===== config.mk =====
export PLATFORM = sky130hd
export DESIGN_NAME = magma_cipher_iter
export DESIGN_NICKNAME = d
export VERILOG_FILES = /design/src/rtl/magma_cipher_iter.sv
export SDC_FILE = /design/constraint.sdc
export NUM_CORES = 1
export LEC_CHECK = 0
export ABC_AREA = 1
export CAP_MARGIN = 10
export CORE_MARGIN = 1
export CORE_UTILIZATION = 45
export CTS_BUF_LIST = sky130_fd_sc_hd__clkbuf_16
export CTS_CLUSTER_DIAMETER = 30
export DETAILED_ROUTE_END_ITERATION = 10
export PLACE_DENSITY_LB_ADDON = 0.1
export SLEW_MARGIN = 20
export SYNTH_ARGS = -nofsm -noshare
export SYNTH_HDL_FRONTEND = slang
export SYNTH_SLANG_ARGS = --single-unit

===== constraint.sdc =====
create_clock -name clk -period 20.6 [get_ports clk]
set_input_delay 6.18 -clock clk [delete_from_list [all_inputs] [get_ports clk]]
set_output_delay 6.18 -clock clk [all_outputs]
set_load 0.005 [all_outputs]

===== src/rtl/magma_cipher_iter.sv =====
// rtl/magma_cipher_iter.sv - iterative Magma (GOST R 34.12-2015) block cipher core
// Runs ROUNDS_PER_CYCLE Feistel rounds per clock; valid/ready on both sides.
module magma_cipher_iter #(
  parameter int ROUNDS_PER_CYCLE = 1
) (
  input  logic         clk,
  input  logic         rst,
  input  logic         in_valid,
  output logic         in_ready,
  input  logic [63:0]  in_block,
  input  logic [255:0] in_key,
  input  logic         in_decrypt,
  output logic         out_valid,
  input  logic         out_ready,
  output logic [63:0]  out_block,
  output logic         busy
);

  localparam bit RPC_OK = (ROUNDS_PER_CYCLE == 1) || (ROUNDS_PER_CYCLE == 2) ||
                          (ROUNDS_PER_CYCLE == 4) || (ROUNDS_PER_CYCLE == 8) ||
                          (ROUNDS_PER_CYCLE == 16) || (ROUNDS_PER_CYCLE == 32);
  generate
    if (!RPC_OK) begin : g_bad_rpc
      $error("magma_cipher_iter: ROUNDS_PER_CYCLE must be 1, 2, 4, 8, 16 or 32");
    end
  endgenerate

  localparam logic [5:0] RPC = 6'(ROUNDS_PER_CYCLE);

  // tc26 param-Z S-boxes; entry v of Pi_j sits at bits [4v+3:4v]
  localparam logic [63:0] SBOX [8] = '{
    64'h1f30_7d8e_9b5a_264c,
    64'hf0db_74e1_c5a9_3286,
    64'h069c_471e_daf2_853b,
    64'hb9e3_5a07_6f4d_128c,
    64'hc24b_e390_d618_a5f7,
    64'h0e34_187b_ac29_6fd5,
    64'h73ad_0b4f_c196_52e8,
    64'h2bc9_6af4_3850_de71
  };

  typedef enum logic [1:0] {S_IDLE, S_RUN, S_DONE} state_t;

  state_t         state_q, state_d;
  logic [5:0]     rnd_q, rnd_d;
  logic [31:0]    a1_q, a0_q, a1_d, a0_d;
  logic [255:0]   key_q;
  logic           dec_q;
  logic [63:0]    out_block_q;
  logic           accept;

  function automatic logic [31:0] g_fn(input logic [31:0] x);
    logic [31:0] s;
    logic [63:0] row;
    s = '0;
    for (int j = 0; j < 8; j++) begin
      row = SBOX[j];
      s[4*j +: 4] = row[{x[4*j +: 4], 2'b00} +: 4];
    end
    return {s[20:0], s[31:21]};
  endfunction

  // K1..K8 forward for the first 24 encrypt / 8 decrypt rounds, then K8..K1
  function automatic logic [31:0] round_key(input logic [255:0] key,
                                            input logic [4:0] i,
                                            input logic dec);
    logic [2:0] idx;
    if (dec) idx = (i < 5'd8)  ? i[2:0] : ~i[2:0];
    else     idx = (i < 5'd24) ? i[2:0] : ~i[2:0];
    return key[{~idx, 5'b00000} +: 32];
  endfunction

  always_ff @(posedge clk or posedge rst) begin
    if (rst) state_q <= S_IDLE;
    else     state_q <= state_d;
  end

  always_comb begin
    state_d = state_q;
    case (state_q)
      S_IDLE:  if (in_valid) state_d = S_RUN;
      S_RUN:   if (rnd_d == 6'd32) state_d = S_DONE;
      S_DONE:  if (out_ready) state_d = in_valid ? S_RUN : S_IDLE;
      default: state_d = S_IDLE;
    endcase
  end

  always_comb begin
    in_ready  = (state_q == S_IDLE) || ((state_q == S_DONE) && out_ready);
    out_valid = (state_q == S_DONE);
    busy      = (state_q != S_IDLE);
  end

  assign accept    = in_valid && in_ready;
  assign out_block = out_block_q;

  always_comb begin : p_rounds
    logic [31:0] x1, x0, t;
    x1 = a1_q;
    x0 = a0_q;
    t  = '0;
    for (int r = 0; r < ROUNDS_PER_CYCLE; r++) begin
      t  = x1 ^ g_fn(x0 + round_key(key_q, rnd_q[4:0] + 5'(r), dec_q));
      x1 = x0;
      x0 = t;
    end
    a1_d  = x1;
    a0_d  = x0;
    rnd_d = rnd_q + RPC;
  end

  always_ff @(posedge clk or posedge rst) begin
    if (rst) begin
      a1_q        <= '0;
      a0_q        <= '0;
      key_q       <= '0;
      dec_q       <= 1'b0;
      rnd_q       <= '0;
      out_block_q <= '0;
    end else if (accept) begin
      a1_q  <= in_block[63:32];
      a0_q  <= in_block[31:0];
      key_q <= in_key;
      dec_q <= in_decrypt;
      rnd_q <= '0;
    end else if (state_q == S_RUN) begin
      a1_q  <= a1_d;
      a0_q  <= a0_d;
      rnd_q <= rnd_d;
      // Final half swap undoes the swap the last round applied
      if (rnd_d == 6'd32) out_block_q <= {a0_d, a1_d};
    end
  end

endmodule


Word-level counts from Yosys, hierarchy flattened
Index checks and enable logic that the tools add are counted.
{"block": "classes", "add_sub_neg": 2, "magnitude_cmp": 2, "eq_ne": 6, "n_shift": 9, "n_mux": 14, "bitwise": 4, "n_reduce_logical": 8}
{"operator": "indexed part select 64 x 7 -> 4 bit, first input constant", "count": 8}
{"operator": "indexed part select 256 x 9 -> 32 bit", "count": 1}
{"operator": "2-to-1 mux 32 bit", "count": 4}
{"operator": "adder 32 bit", "count": 1}
{"operator": "XOR 32 bit", "count": 1}
{"operator": "2-to-1 mux 6 bit", "count": 2}
{"operator": "2-to-1 mux 3 bit", "count": 3}
{"operator": "adder 6 x 1 -> 6 bit, second input constant", "count": 1}
{"operator": "equality test 6 bit, second input constant", "count": 1}
{"operator": "2-to-1 mux 2 bit", "count": 3}
{"operator": "inverter 3 bit", "count": 2}
{"operator": "one-hot mux 2 bit (3 select lines)", "count": 1}
{"operator": "AND reduction 3 bit", "count": 2}
{"operator": "less-than comparator 5 x 4 -> 1 bit, second input constant", "count": 1}
{"operator": "less-than comparator 5 bit, second input constant", "count": 1}
{"operator": "!= test 2 x 1 -> 1 bit, second input constant", "count": 2}
{"operator": "nonzero test 2 bit", "count": 2}
{"operator": "equality test 2 x 1 -> 1 bit, second input constant", "count": 1}
{"operator": "equality test 2 bit, second input constant", "count": 1}
{"operator": "logical AND 1 bit", "count": 2}
{"operator": "zero test 2 bit", "count": 1}
{"operator": "!= test 2 bit, second input constant", "count": 1}
{"operator": "logical OR 1 bit", "count": 1}
{"operator": "2-to-1 mux 1 bit", "count": 1}
{"operator": "inverter 1 bit", "count": 1}
{"block": "word_totals", "regBits": 393, "inputBits": 325, "output_inout_bits": 67, "word_cells": 52}

Logic depth before layout (Yosys ltp)
{"block": "depth", "word_depth": 10, "mapped_depth": 34, "depth_no_buf": 31}

Worst setup path after synthesis
No wires, ideal clock.
{"block": "synth_path", "path_kind": "input to output", "from": "input port out_ready", "to": "output port in_ready", "arrival_ns": 6.382, "required_ns": 14.420, "setup_slack_ns": 8.038, "path_stages": 2, "path_buffers": 0, "cell_sequence": "o21ai_0 inv_1"}
{"block": "synth_via", "elab_chain_len": 2}
{"item": "from (decl)", "line": "14", "rtl": "input logic out_ready,"}
{"item": "logical AND 1 bit", "line": "89", "rtl": "in_ready = (state_q == S_IDLE) || ((state_q == S_DONE) && out_ready);"}
{"item": "logical OR 1 bit", "line": "89"}
{"item": "to (decl)", "line": "9", "rtl": "output logic in_ready,"}
No other way between the ends.

Final worst setup path
Same ends and word-level chain as after synthesis.

==> flow_metrics.env <==
export IMPL_fill_cells=4223
export IMPL_worstPathArrival_ps=7360
export IMPL_drtIter0Drc=1849
export IMPL_final_hold_viol_count=0
export IMPL_synth_cell_types=44
export IMPL_io_buffers=391
export IMPL_whs_ps=472
export IMPL_slew_viol_final=0
export IMPL_max_slew_margin_pct=29.2
export IMPL_final_nets=3711
export IMPL_routedWlPerCell_um=18.3
export IMPL_ys_seq_area_share_pct=45.5
export IMPL_finalCriticalPeriod_ps=13540
export IMPL_top_usage_layer="met2"
export IMPL_start_util_pct=46.1
export IMPL_drive_gt1_share_pct=6.47
export IMPL_status="completed"
export IMPL_multi_input_area_um2=10100
export IMPL_vias=21000
export IMPL_antenna_found_initial=5
export IMPL_cts_tree="built"
export IMPL_ys_ff_latch=393
export IMPL_postRouteAntennaNets=0
export IMPL_dieHeight_um=221
export IMPL_avgViaCountPerCell=5.25
export IMPL_cp_data_required_time_ps=14420
export IMPL_hpwl_um=52700
export IMPL_netlist_instances=2933
export IMPL_tns_ps=0
export IMPL_io_pins=392
export IMPL_hold_depth=2
export IMPL_clockRootBuffer="clkbuf_16"
export IMPL_cts_resized=0
export IMPL_holdCritStartpoint="out_block[35]$_DFFE_PP0P_"
export IMPL_critPathMaxFanout=2
export IMPL_fin_crit_sh_pct=65.7
export IMPL_clock_fmax_mhz=73.9
export IMPL_regArea_um2=9830
export IMPL_syn_area_um2=21600
export IMPL_route_detailed_drc=0
export IMPL_r2r_cells=26
export IMPL_fp_dieArea_um2=48900
export IMPL_clock_skew_ps=23.7
export IMPL_critical_path_class="in -> out"
export IMPL_track_usage_pct=30.2
export IMPL_worst_pin_slew_ps=1050
export IMPL_synthFlopType="dfrtp_1"
export IMPL_grt_use_met3_pct=4.90
export IMPL_clkTransAtPathRegs_ps=40
export IMPL_htree_levels=3
export IMPL_final_cell_area_um2=29000
export IMPL_area_delta_synth_final_pct=34.3
export IMPL_routed_wl_um=73200
export IMPL_end_kind="output pin"
export IMPL_worstSkewPairLatency_ps=640
export IMPL_syn_avg_cell_area_um2=7.37
export IMPL_min_delay_path_class="reg -> reg"
export IMPL_clock_sinks=393
export IMPL_reg2reg_from="rnd_q[3]$_DFFE_PP0P_"
export IMPL_cts_hold_buf=0
export IMPL_gp_congestion=0.974
export IMPL_synth_edf_count=0
export IMPL_syn_nets=3334
export IMPL_grt_setup_unrepaired="false"
export IMPL_use_met2_pct=48.9
export IMPL_grt_pass1_wl_um=116000
export IMPL_grt_pass1_vias=20900
export IMPL_yosysWarnings=0
export IMPL_finalSetupViolations=0
export IMPL_startpoint="out_ready"
export IMPL_fp_coreArea_um2=47000
export IMPL_die_w_um=221
export IMPL_cts_made_buffers=96
export IMPL_grt_use_met1_pct=41.1
export IMPL_async_reset_ff_share_pct=100
export IMPL_start_kind="primary input"
export IMPL_grt_start_max_net_pins=106
export IMPL_cts_buffer_depth=3
export IMPL_rows=79
export IMPL_postPlaceCellArea_um2=25900
export IMPL_cts_setup_buffers=0
export IMPL_grt_overflow=0
export IMPL_max_cap_violations=0
export IMPL_drt_pass1_iter_count=5
## state kept, by name, indices dropped and copies added, names as in the netlist
signal / flops
rnd_q: 6
out_block: 64
a0_q: 32
key_q: 256
a1_q: 32
dec_q: 1
state_q: 2
## cells in the mapped netlist (4+ instances only)
master,number,share of area (%)
ha_1,75,4.3
a21oi_1,125,2.9
o221ai_1,26,1.1
dfrtp_1,393,45
o21ai_1,11,0.25
o21bai_1,9,0.31
xor2_1,20,0.81
nand3b_1,5,0.17
inv_2,6,0.10
nand3_1,159,3.7
o211ai_1,21,0.73
xnor2_1,7,0.28
xor2_2,5,0.38
o21ai_0,256,5.9
nor3_1,4,0.093
inv_1,303,5.3
nand2_1,1231,21
nand3_2,6,0.28
buf_1,7,0.12
buf_2,39,0.90
nand2_2,19,0.55
nor2_1,52,0.90
o32ai_1,31,1.3
clkbuf_1,88,1.5
## layout make-up
cell class              instances  area share [%]
diodes                          5          0.0431
clock buffers                  98            8.44
clock inverters                75            2.15
inverters                     310            4.06
multi-input cells            2095            34.7
flip-flops and latches        393            33.9
well taps                     607            2.61
repair buffers                414            14.1
## worst paths after layout
check / to / slack [ps]
hold reg to reg: out_block[35]$_DFFE_PP0P_ / 470
min in group asynchronous: out_block[62]$_DFFE_PP0P_ / 6070
max in group asynchronous: key_q[34]$_DFFE_PP0P_ / 12440
hold / removal: out_block[35]$_DFFE_PP0P_ / 470
setup / recovery: in_ready / 7060
setup reg to reg: a0_q[23]$_DFFE_PP0P_ / 14130
## per-layer routing
metal | part of all wire [%] | vias up
met1 | 45 | 10000
met3 | 5.6 | 115
met4 | 2.6 | 0
met5 | 0 | -
met2 | 47 | 711
li1 | - | 10100
## per-stage QoR
step                utilization, %  setup slack, ps  std cells
floorplan                        -             3490       2933
global placement              55.3             7010       3819
detailed placement            55.3             7060       3819
CTS                           61.8             7060       3992
global route                  61.9             6970       3997
finish                        61.9             7060       3997
## placed cells by master, fill, tap and decap left out, types with 4 or more instances in the layout
cell type	netlist	routed
o221ai_1	26	26
nand2_2	19	17
nand2_1	1231	1230
clkinv_1	1	18
o32ai_1	31	31
ha_1	75	75
clkinvlp_4	0	5
dfrtp_1	393	393
inv_2	6	6
bufinv_16	0	8
xor2_2	5	5
clkinv_4	0	6
diode_2	0	5
o211ai_1	21	21
nor2_1	52	51
xor2_1	20	20
inv_1	303	317
clkinv_2	0	19
nand3b_1	5	5
nand3_1	159	159
nor3_1	4	4
nand3_2	6	6
o21ai_1	11	11
buf_4	0	20
nor2_2	3	4
o21ai_0	256	256
o21bai_1	9	9
a21oi_1	125	125
nand2_4	2	5
xnor2_1	7	7
clkdlybuf4s50_1	0	391
clkbuf_16	0	98
## critical path: stages
cell and delay [ps]:
clkdlybuf4s50_1 470, o21ai_0 80, inv_1 110, clkdlybuf4s50_1 510
## cells by family (layout without fill, tap and decap cells)
kind of cell             Yosys count  in the layout  synth area share (%)
other                              0              5                     0
XOR/XNOR                          33             33                  1.54
adder cells (fa/ha/maj)           76             76                  4.43
flip-flops                       393            393                  45.5
buffers and inverters            445            897                  7.98
AND/OR/NAND/NOR                 1494           1494                  27.7
AO/OA/AOI/OAI                    492            492                  12.9
Power is not shown: default switching activity piles up to over one toggle a cycle in this logic, so the estimate is an artifact.
